[src/rtl/mem_arbiter.sv]
// Two-port arbiter/sequencer in front of one synchronous memory.
// Define MEM_ARB_FIXED_PRI_EN for fixed priority (port 0 wins ties); the default is round-robin.
module mem_arbiter #(
  parameter int ADDR_W = 5,
  parameter int DATA_W = 8,
  parameter int RD_LAT = 1
) (
  input  logic              clk,
  input  logic              rst,
  input  logic              req0,
  input  logic              req1,
  input  logic              we0,
  input  logic              we1,
  input  logic [ADDR_W-1:0] addr0,
  input  logic [ADDR_W-1:0] addr1,
  input  logic [DATA_W-1:0] wdata0,
  input  logic [DATA_W-1:0] wdata1,
  output logic              gnt0,
  output logic              gnt1,
  output logic              rvalid0,
  output logic              rvalid1,
  output logic [DATA_W-1:0] rdata0,
  output logic [DATA_W-1:0] rdata1,
  output logic              busy,
  output logic              mem_read,
  output logic              mem_write,
  output logic [ADDR_W-1:0] mem_addr,
  output logic [DATA_W-1:0] mem_wdata,
  input  logic [DATA_W-1:0] mem_rdata
);
  localparam int CNT_W = (RD_LAT > 1) ? $clog2(RD_LAT) : 1;

  typedef enum logic [1:0] {IDLE, ACCESS, RWAIT} state_t;

  state_t            state_reg;
  logic              owner_reg;
  logic              we_reg;
  logic [CNT_W-1:0]  cnt_reg;
`ifndef MEM_ARB_FIXED_PRI_EN
  logic              last_reg;
`endif

  logic              pick_next;
  logic              sel_we;
  logic [ADDR_W-1:0] sel_addr;
  logic [DATA_W-1:0] sel_wdata;

  // pick_next: 0 selects port 0, 1 selects port 1 (only meaningful when a req is up)
  always_comb begin
`ifdef MEM_ARB_FIXED_PRI_EN
    pick_next = ~req0;
`else
    pick_next = (req0 && req1) ? ~last_reg : ~req0;
`endif
    sel_we    = pick_next ? we1    : we0;
    sel_addr  = pick_next ? addr1  : addr0;
    sel_wdata = pick_next ? wdata1 : wdata0;
  end

  // Outputs of each state are registered on the edge that enters it, so
  // gnt/strobes are visible exactly while the FSM sits in ACCESS.
  always_ff @(posedge clk or posedge rst) begin
    if (rst) begin
      state_reg <= IDLE;
      owner_reg <= 1'b0;
      we_reg    <= 1'b0;
      cnt_reg   <= '0;
`ifndef MEM_ARB_FIXED_PRI_EN
      last_reg  <= 1'b1;
`endif
      gnt0      <= 1'b0;
      gnt1      <= 1'b0;
      rvalid0   <= 1'b0;
      rvalid1   <= 1'b0;
      rdata0    <= '0;
      rdata1    <= '0;
      busy      <= 1'b0;
      mem_read  <= 1'b0;
      mem_write <= 1'b0;
      mem_addr  <= '0;
      mem_wdata <= '0;
    end else begin
      gnt0      <= 1'b0;
      gnt1      <= 1'b0;
      rvalid0   <= 1'b0;
      rvalid1   <= 1'b0;
      mem_read  <= 1'b0;
      mem_write <= 1'b0;
      case (state_reg)
        IDLE: begin
          if (req0 || req1) begin
            state_reg <= ACCESS;
            owner_reg <= pick_next;
            we_reg    <= sel_we;
`ifndef MEM_ARB_FIXED_PRI_EN
            last_reg  <= pick_next;
`endif
            busy      <= 1'b1;
            gnt0      <= ~pick_next;
            gnt1      <= pick_next;
            mem_write <= sel_we;
            mem_read  <= ~sel_we;
            mem_addr  <= sel_addr;
            mem_wdata <= sel_wdata;
          end
        end
        ACCESS: begin
          if (we_reg) begin
            state_reg <= IDLE;
            busy      <= 1'b0;
          end else begin
            state_reg <= RWAIT;
            cnt_reg   <= CNT_W'(RD_LAT - 1);
          end
        end
        RWAIT: begin
          if (cnt_reg == '0) begin
            state_reg <= IDLE;
            busy      <= 1'b0;
            if (owner_reg) begin
              rdata1  <= mem_rdata;
              rvalid1 <= 1'b1;
            end else begin
              rdata0  <= mem_rdata;
              rvalid0 <= 1'b1;
            end
          end else begin
            cnt_reg <= cnt_reg - CNT_W'(1);
          end
        end
        default: begin
          state_reg <= IDLE;
          busy      <= 1'b0;
        end
      endcase
    end
  end
endmodule

[config.mk]
export PLATFORM = sky130hd
export DESIGN_NAME = mem_arbiter
export DESIGN_NICKNAME = d
export VERILOG_FILES = /design/src/rtl/mem_arbiter.sv
export SDC_FILE = /design/constraint.sdc
export NUM_CORES = 1
export LEC_CHECK = 0
export ABC_CLOCK_PERIOD_IN_PS = 2000
export BUFFER_PORTS_ARGS = -buffer_cell sky130_fd_sc_hd__buf_2
export CORE_MARGIN = 2
export CORE_UTILIZATION = 51
export DETAILED_ROUTE_END_ITERATION = 8
export PLACE_DENSITY = 0.84
export SETUP_SLACK_MARGIN = 0.1
export SLEW_MARGIN = 20
export SYNTH_ARGS = -nofsm -noshare
export SYNTH_HDL_FRONTEND = slang
export SYNTH_SLANG_ARGS = --single-unit
[constraint.sdc]
create_clock -name clk -period 2 [get_ports clk]
set_input_delay 0.4 -clock clk [delete_from_list [all_inputs] [get_ports clk]]
set_output_delay 0.4 -clock clk [all_outputs]
set_load 0.05 [all_outputs]
Yosys cells after proc, flatten, opt, wreduce, memory -nomap -nowiden
Cells that the tools add are included.
- $add $sub $neg: 1
- equality and inequality tests: 6
- mux-type cells: 29
- bitwise gates (word level): 6
- reduce and logical (&&, ||, !) cells: 10
- operators by type and width (kind ; number):
    $mux W1 ; 21
    $reduce_and A3 Y1 ; 3
    $mux W8 ; 1
    $ne A2 B2 Y1 const B ; 4
    $mux W2 ; 3
    $not A1 Y1 ; 6
    $pmux W2 S3 ; 1
    $reduce_and A2 Y1 ; 3
    $mux W5 ; 1
    $pmux W1 S3 ; 1
    $eq A2 B1 Y1 const B ; 1
    $eq A2 B2 Y1 const B ; 1
    $logic_not A2 Y1 ; 1
    $pmux W1 S2 ; 1
    $reduce_bool A2 Y1 ; 1
    $logic_and A1 B1 Y1 ; 1
    $logic_or A1 B1 Y1 ; 1
    $sub A1 B1 Y1 const B ; 1
- register bits: 42
- output and inout bits: 36
- logic and storage cells: 68

Longest topological paths before layout
- depth after elaboration: 6
- gate-level depth with buffers: 7

Worst setup path before layout
No wires, ideal clock.
- path kind: input-to-reg
- start: in req0
- end: reg mem_addr[3]
- library setup time: 0.132 ns
- arrival: 1.198 ns
- slack: 0.670 ns
- stages: 6
- path buffers: 3
- cells stage by stage: buf_6 or2_1 buf_6 buf_6 a21oi_2 a31oi_2
- word-level cells in the longest chain between the ends: 3
- elaborated cells between the ends (all ways): 6
- RTL lines (item ; RTL line ; RTL):
    from (decl) ; 10 ; input logic req0,
    $logic_and A1 B1 Y1 / $not A1 Y1 (equally long branches) ; 53 ; pick_next = (req0 && req1) ? ~last_reg : ~req0;
    $mux W1 ; 53 ;
    $mux W5 ; 56 ; sel_addr = pick_next ? addr1 : addr0;
    to (signal assigned) ; 103 ; mem_addr <= sel_addr;
    to (decl) ; 27 ; output logic [ADDR_W-1:0] mem_addr,
Parallel ways exist; a longest one is shown, timed or not.
A chain may end at the register's enable or synchronous reset.

Final worst setup path
- start: reg state_reg[0]
- end: reg last_reg
- word-level cells in the longest chain between the ends: 2
- RTL lines (item ; RTL line ; RTL):
    from (decl) ; 35 ; state_t state_reg;
    from (signal assigned) ; 64 ; state_reg <= IDLE;
    from (signal assigned) ; 92 ; state_reg <= ACCESS;
    from (signal assigned) ; 109 ; state_reg <= IDLE;
    $logic_not A2 Y1 ; 89 ; case (state_reg)
    $reduce_and A2 Y1 (no line) ; n/a ;
    to (signal assigned) ; 96 ; last_reg <= pick_next;
    to (decl) ; 40 ; logic last_reg;
No other way between the ends.

==> impl_metrics.json <==
{
  "yosys.area_share.simple": 0.0862,
  "cts_setup_buffers": 0,
  "worst_ep_required_time_ns": 2.26,
  "post-dp-hpwl_mm": 2.73,
  "cts_tree": "built",
  "cts_buffers": 5,
  "reg_top3": "mem_wdata: 8 flops, rdata0: 8 flops, rdata1: 8 flops",
  "hold_violations": 0,
  "port_buffers": 75,
  "final_cell_mix": "buf_2 (75), dfrtp_1 (40), o21ai_0 (14), nand3_1 (14)",
  "cts_max_level": 2,
  "wl_per_cell_um": 13.5,
  "utilization": 0.668,
  "place_area_mm2": 0.00221,
  "muxShareOfSynthArea": 0.0986,
  "min_period_ns": 1.51,
  "path_class": "reg -> reg",
  "start_util": 0.539,
  "syn_inst": 147,
  "yosysSeqAreaShare": 0.562,
  "seq_area_mm2": 0.00103,
  "hp-class": "in -> async",
  "yosys.area_share.adder": 0,
  "vias": 1401,
  "drt_iter0_drc": 53,
  "netlist_area_mm2": 0.00183,
  "diodes": 0,
  "rsz0062_at_grt": "no",
  "cts_hold_buffers": 0,
  "ant_nets": 0,
  "cts_root_buf": "clkbuf_4",
  "worst-endpoint-arrival_ns": 1.77,
  "die_y_um": 63.9,
  "fin_tns_setup_ns": 0,
  "end_kind": "register",
  "drtPass1Iterations": 4,
  "syn_nets": 187,
  "drv_slew": 0,
  "io_pins": 76,
  "die-area_mm2": 0.00408,
  "routed_via_density": 5.17,
  "grt_remaining_overflow": 0,
  "clockBufferDepth": 2,
  "grt_pass1_vias": 1369,
  "clk_pin_slew_ns": 0.11,
  "synth_compound_gate_area_share": 0.189,
  "synthXorXnorAreaFrac": 0,
  "routed_wl_mm": 3.65,
  "setup_viol": 0,
  "avgSynthCellArea_um2": 12.4,
  "fin_nets": 264,
  "die_x_um": 63.9,
  "drc_errors": 0,
  "p_leak_nw": 1.07,
  "mostFrequentLayoutCell": "buf_2",
  "relSlewSlack": 0.638,
  "power_density_mw_per_mm2": 1930,
  "grt_start_max_net_pins": 42,
  "final.period_utilization": 0.756,
  "ys_types": 29,
  "max_freq_mhz": 662,
  "antenna_found_initial": 0,
  "max_cap_violations": 0,
  "place_inst": 263,
  "insertion_delay_ns": 0.34,
  "start_kind": "register",
  "fin_skew_ns": 0.00378,
  "design_area_mm2": 0.00226,
  "synth_top_family_by_area": "compound AO/OA/AOI/OAI gates",
  "core_area_mm2": 0.00339,
  "synthToLayoutAreaGrowth_pct": 23.9,
  "final_cells": 271,
  "multi_input_area_um2": 683,
  "ys.warnings.count": 0,
  "grt_pass1_wl_mm": 6.11,
  "gp_congestion": 0.852,
  "worst_pin_slew_ns": 0.542,
  "cts_resized": 0,
  "synth_seq_cells": 41,
  "num-fill-cells": 250,
  "drive_above_1_share": 0.538,
  "track_usage": 0.192,
  "status": "complete, no violations",
  "ir_drop_mv": 0.866,
  "critPathMaxFanout": 11,
  "rows": 21,
  "cts_sinks": 41,
  "power.total_w": 0.00437
}
[stage by stage]
stage / worst slack, ns / hold WS, ns
floorplan: 0.656 / 0.420
global placement: 0.488 / 0.457
detailed placement: 0.438 / 0.450
CTS: 0.466 / 0.167
global route: 0.332 / 0.184
finish: 0.489 / 0.156
[where the power goes]
group	leakage, nW	internal, W	total, W	switching, W
sequential	0.486	0.00123	0.00144	0.000211
combinational	0.553	0.000685	0.00255	0.00187
clock	0.0320	0.000134	0.000377	0.000243
[cell families (layout without fill, tap and decap cells)]
group,Yosys count,in the layout
compound gates,48,48
buf+inv,16,94
flops,41,41
mux,16,16
simple gates,26,26
[worst max-delay path, cell delays in order, from the launching register on]
cell and delay, ns:
dfrtp_1 0.42, nor2_2 0.46, buf_4 0.31, a21oi_1 0.09
a31oi_1 0.16
[layer usage]
layer  global-route usage  part of all wire  vias to the layer above
met2                0.314              0.48                       64
met1                0.251              0.44                      649
met3               0.0405             0.070                        6
li1                     -                 -                      682
met5                    0                 0                        -
met4               0.0734             0.014                        0
[path summary, 6_finish.rpt]
kind                                    from      endpoint  slack [ns]  cells after the start
max in group asynchronous                rst      last_reg        1.48                      3
worst max-delay path            state_reg[0]      last_reg        0.49                      4
worst max register to register  state_reg[0]      last_reg        0.49                      4
worst min-delay path                     rst  mem_wdata[0]        0.16                      3
worst min register to register        we_reg  state_reg[1]        0.47                      1
min in group clk                mem_rdata[5]     rdata0[5]        0.29                      2
[area by class of cell]
cell class                      instances  share of cell area
Multi-Input combinational cell         90               0.302
Inverter                                4             0.00773
Clock inverter                          2             0.00442
Timing Repair Buffer                   82               0.189
Tap cell                               46              0.0254
Sequential cell                        41               0.454
Clock buffer                            6              0.0182
[Yosys cell counts]
cell type | instances | share of area
dfrtp_1 | 40 | 0.55
nand3_1 | 14 | 0.038
o21ai_0 | 14 | 0.038
a21oi_1 | 10 | 0.027
mux2_2 | 10 | 0.062
a31oi_2 | 9 | 0.062
a21oi_2 | 8 | 0.038
a31oi_1 | 6 | 0.021
mux2_1 | 6 | 0.037
buf_2 | 4 | 0.011
buf_6 | 4 | 0.025
and3_1 | 2 | 0.0068
clkbuf_1 | 2 | 0.0041
inv_1 | 2 | 0.0041
nor3b_1 | 2 | 0.0082
buf_12 | 1 | 0.011
buf_4 | 1 | 0.0041
dfstp_2 | 1 | 0.014
inv_2 | 1 | 0.0021
inv_4 | 1 | 0.0034
nand2_1 | 1 | 0.0021
nand2_8 | 1 | 0.011
nand2b_1 | 1 | 0.0034
nand3b_1 | 1 | 0.0041
nor2_1 | 1 | 0.0021
nor2_2 | 1 | 0.0034
nor2b_1 | 1 | 0.0034
o21ai_1 | 1 | 0.0027
or2_1 | 1 | 0.0034
Power figures use the tool's default switching activity.
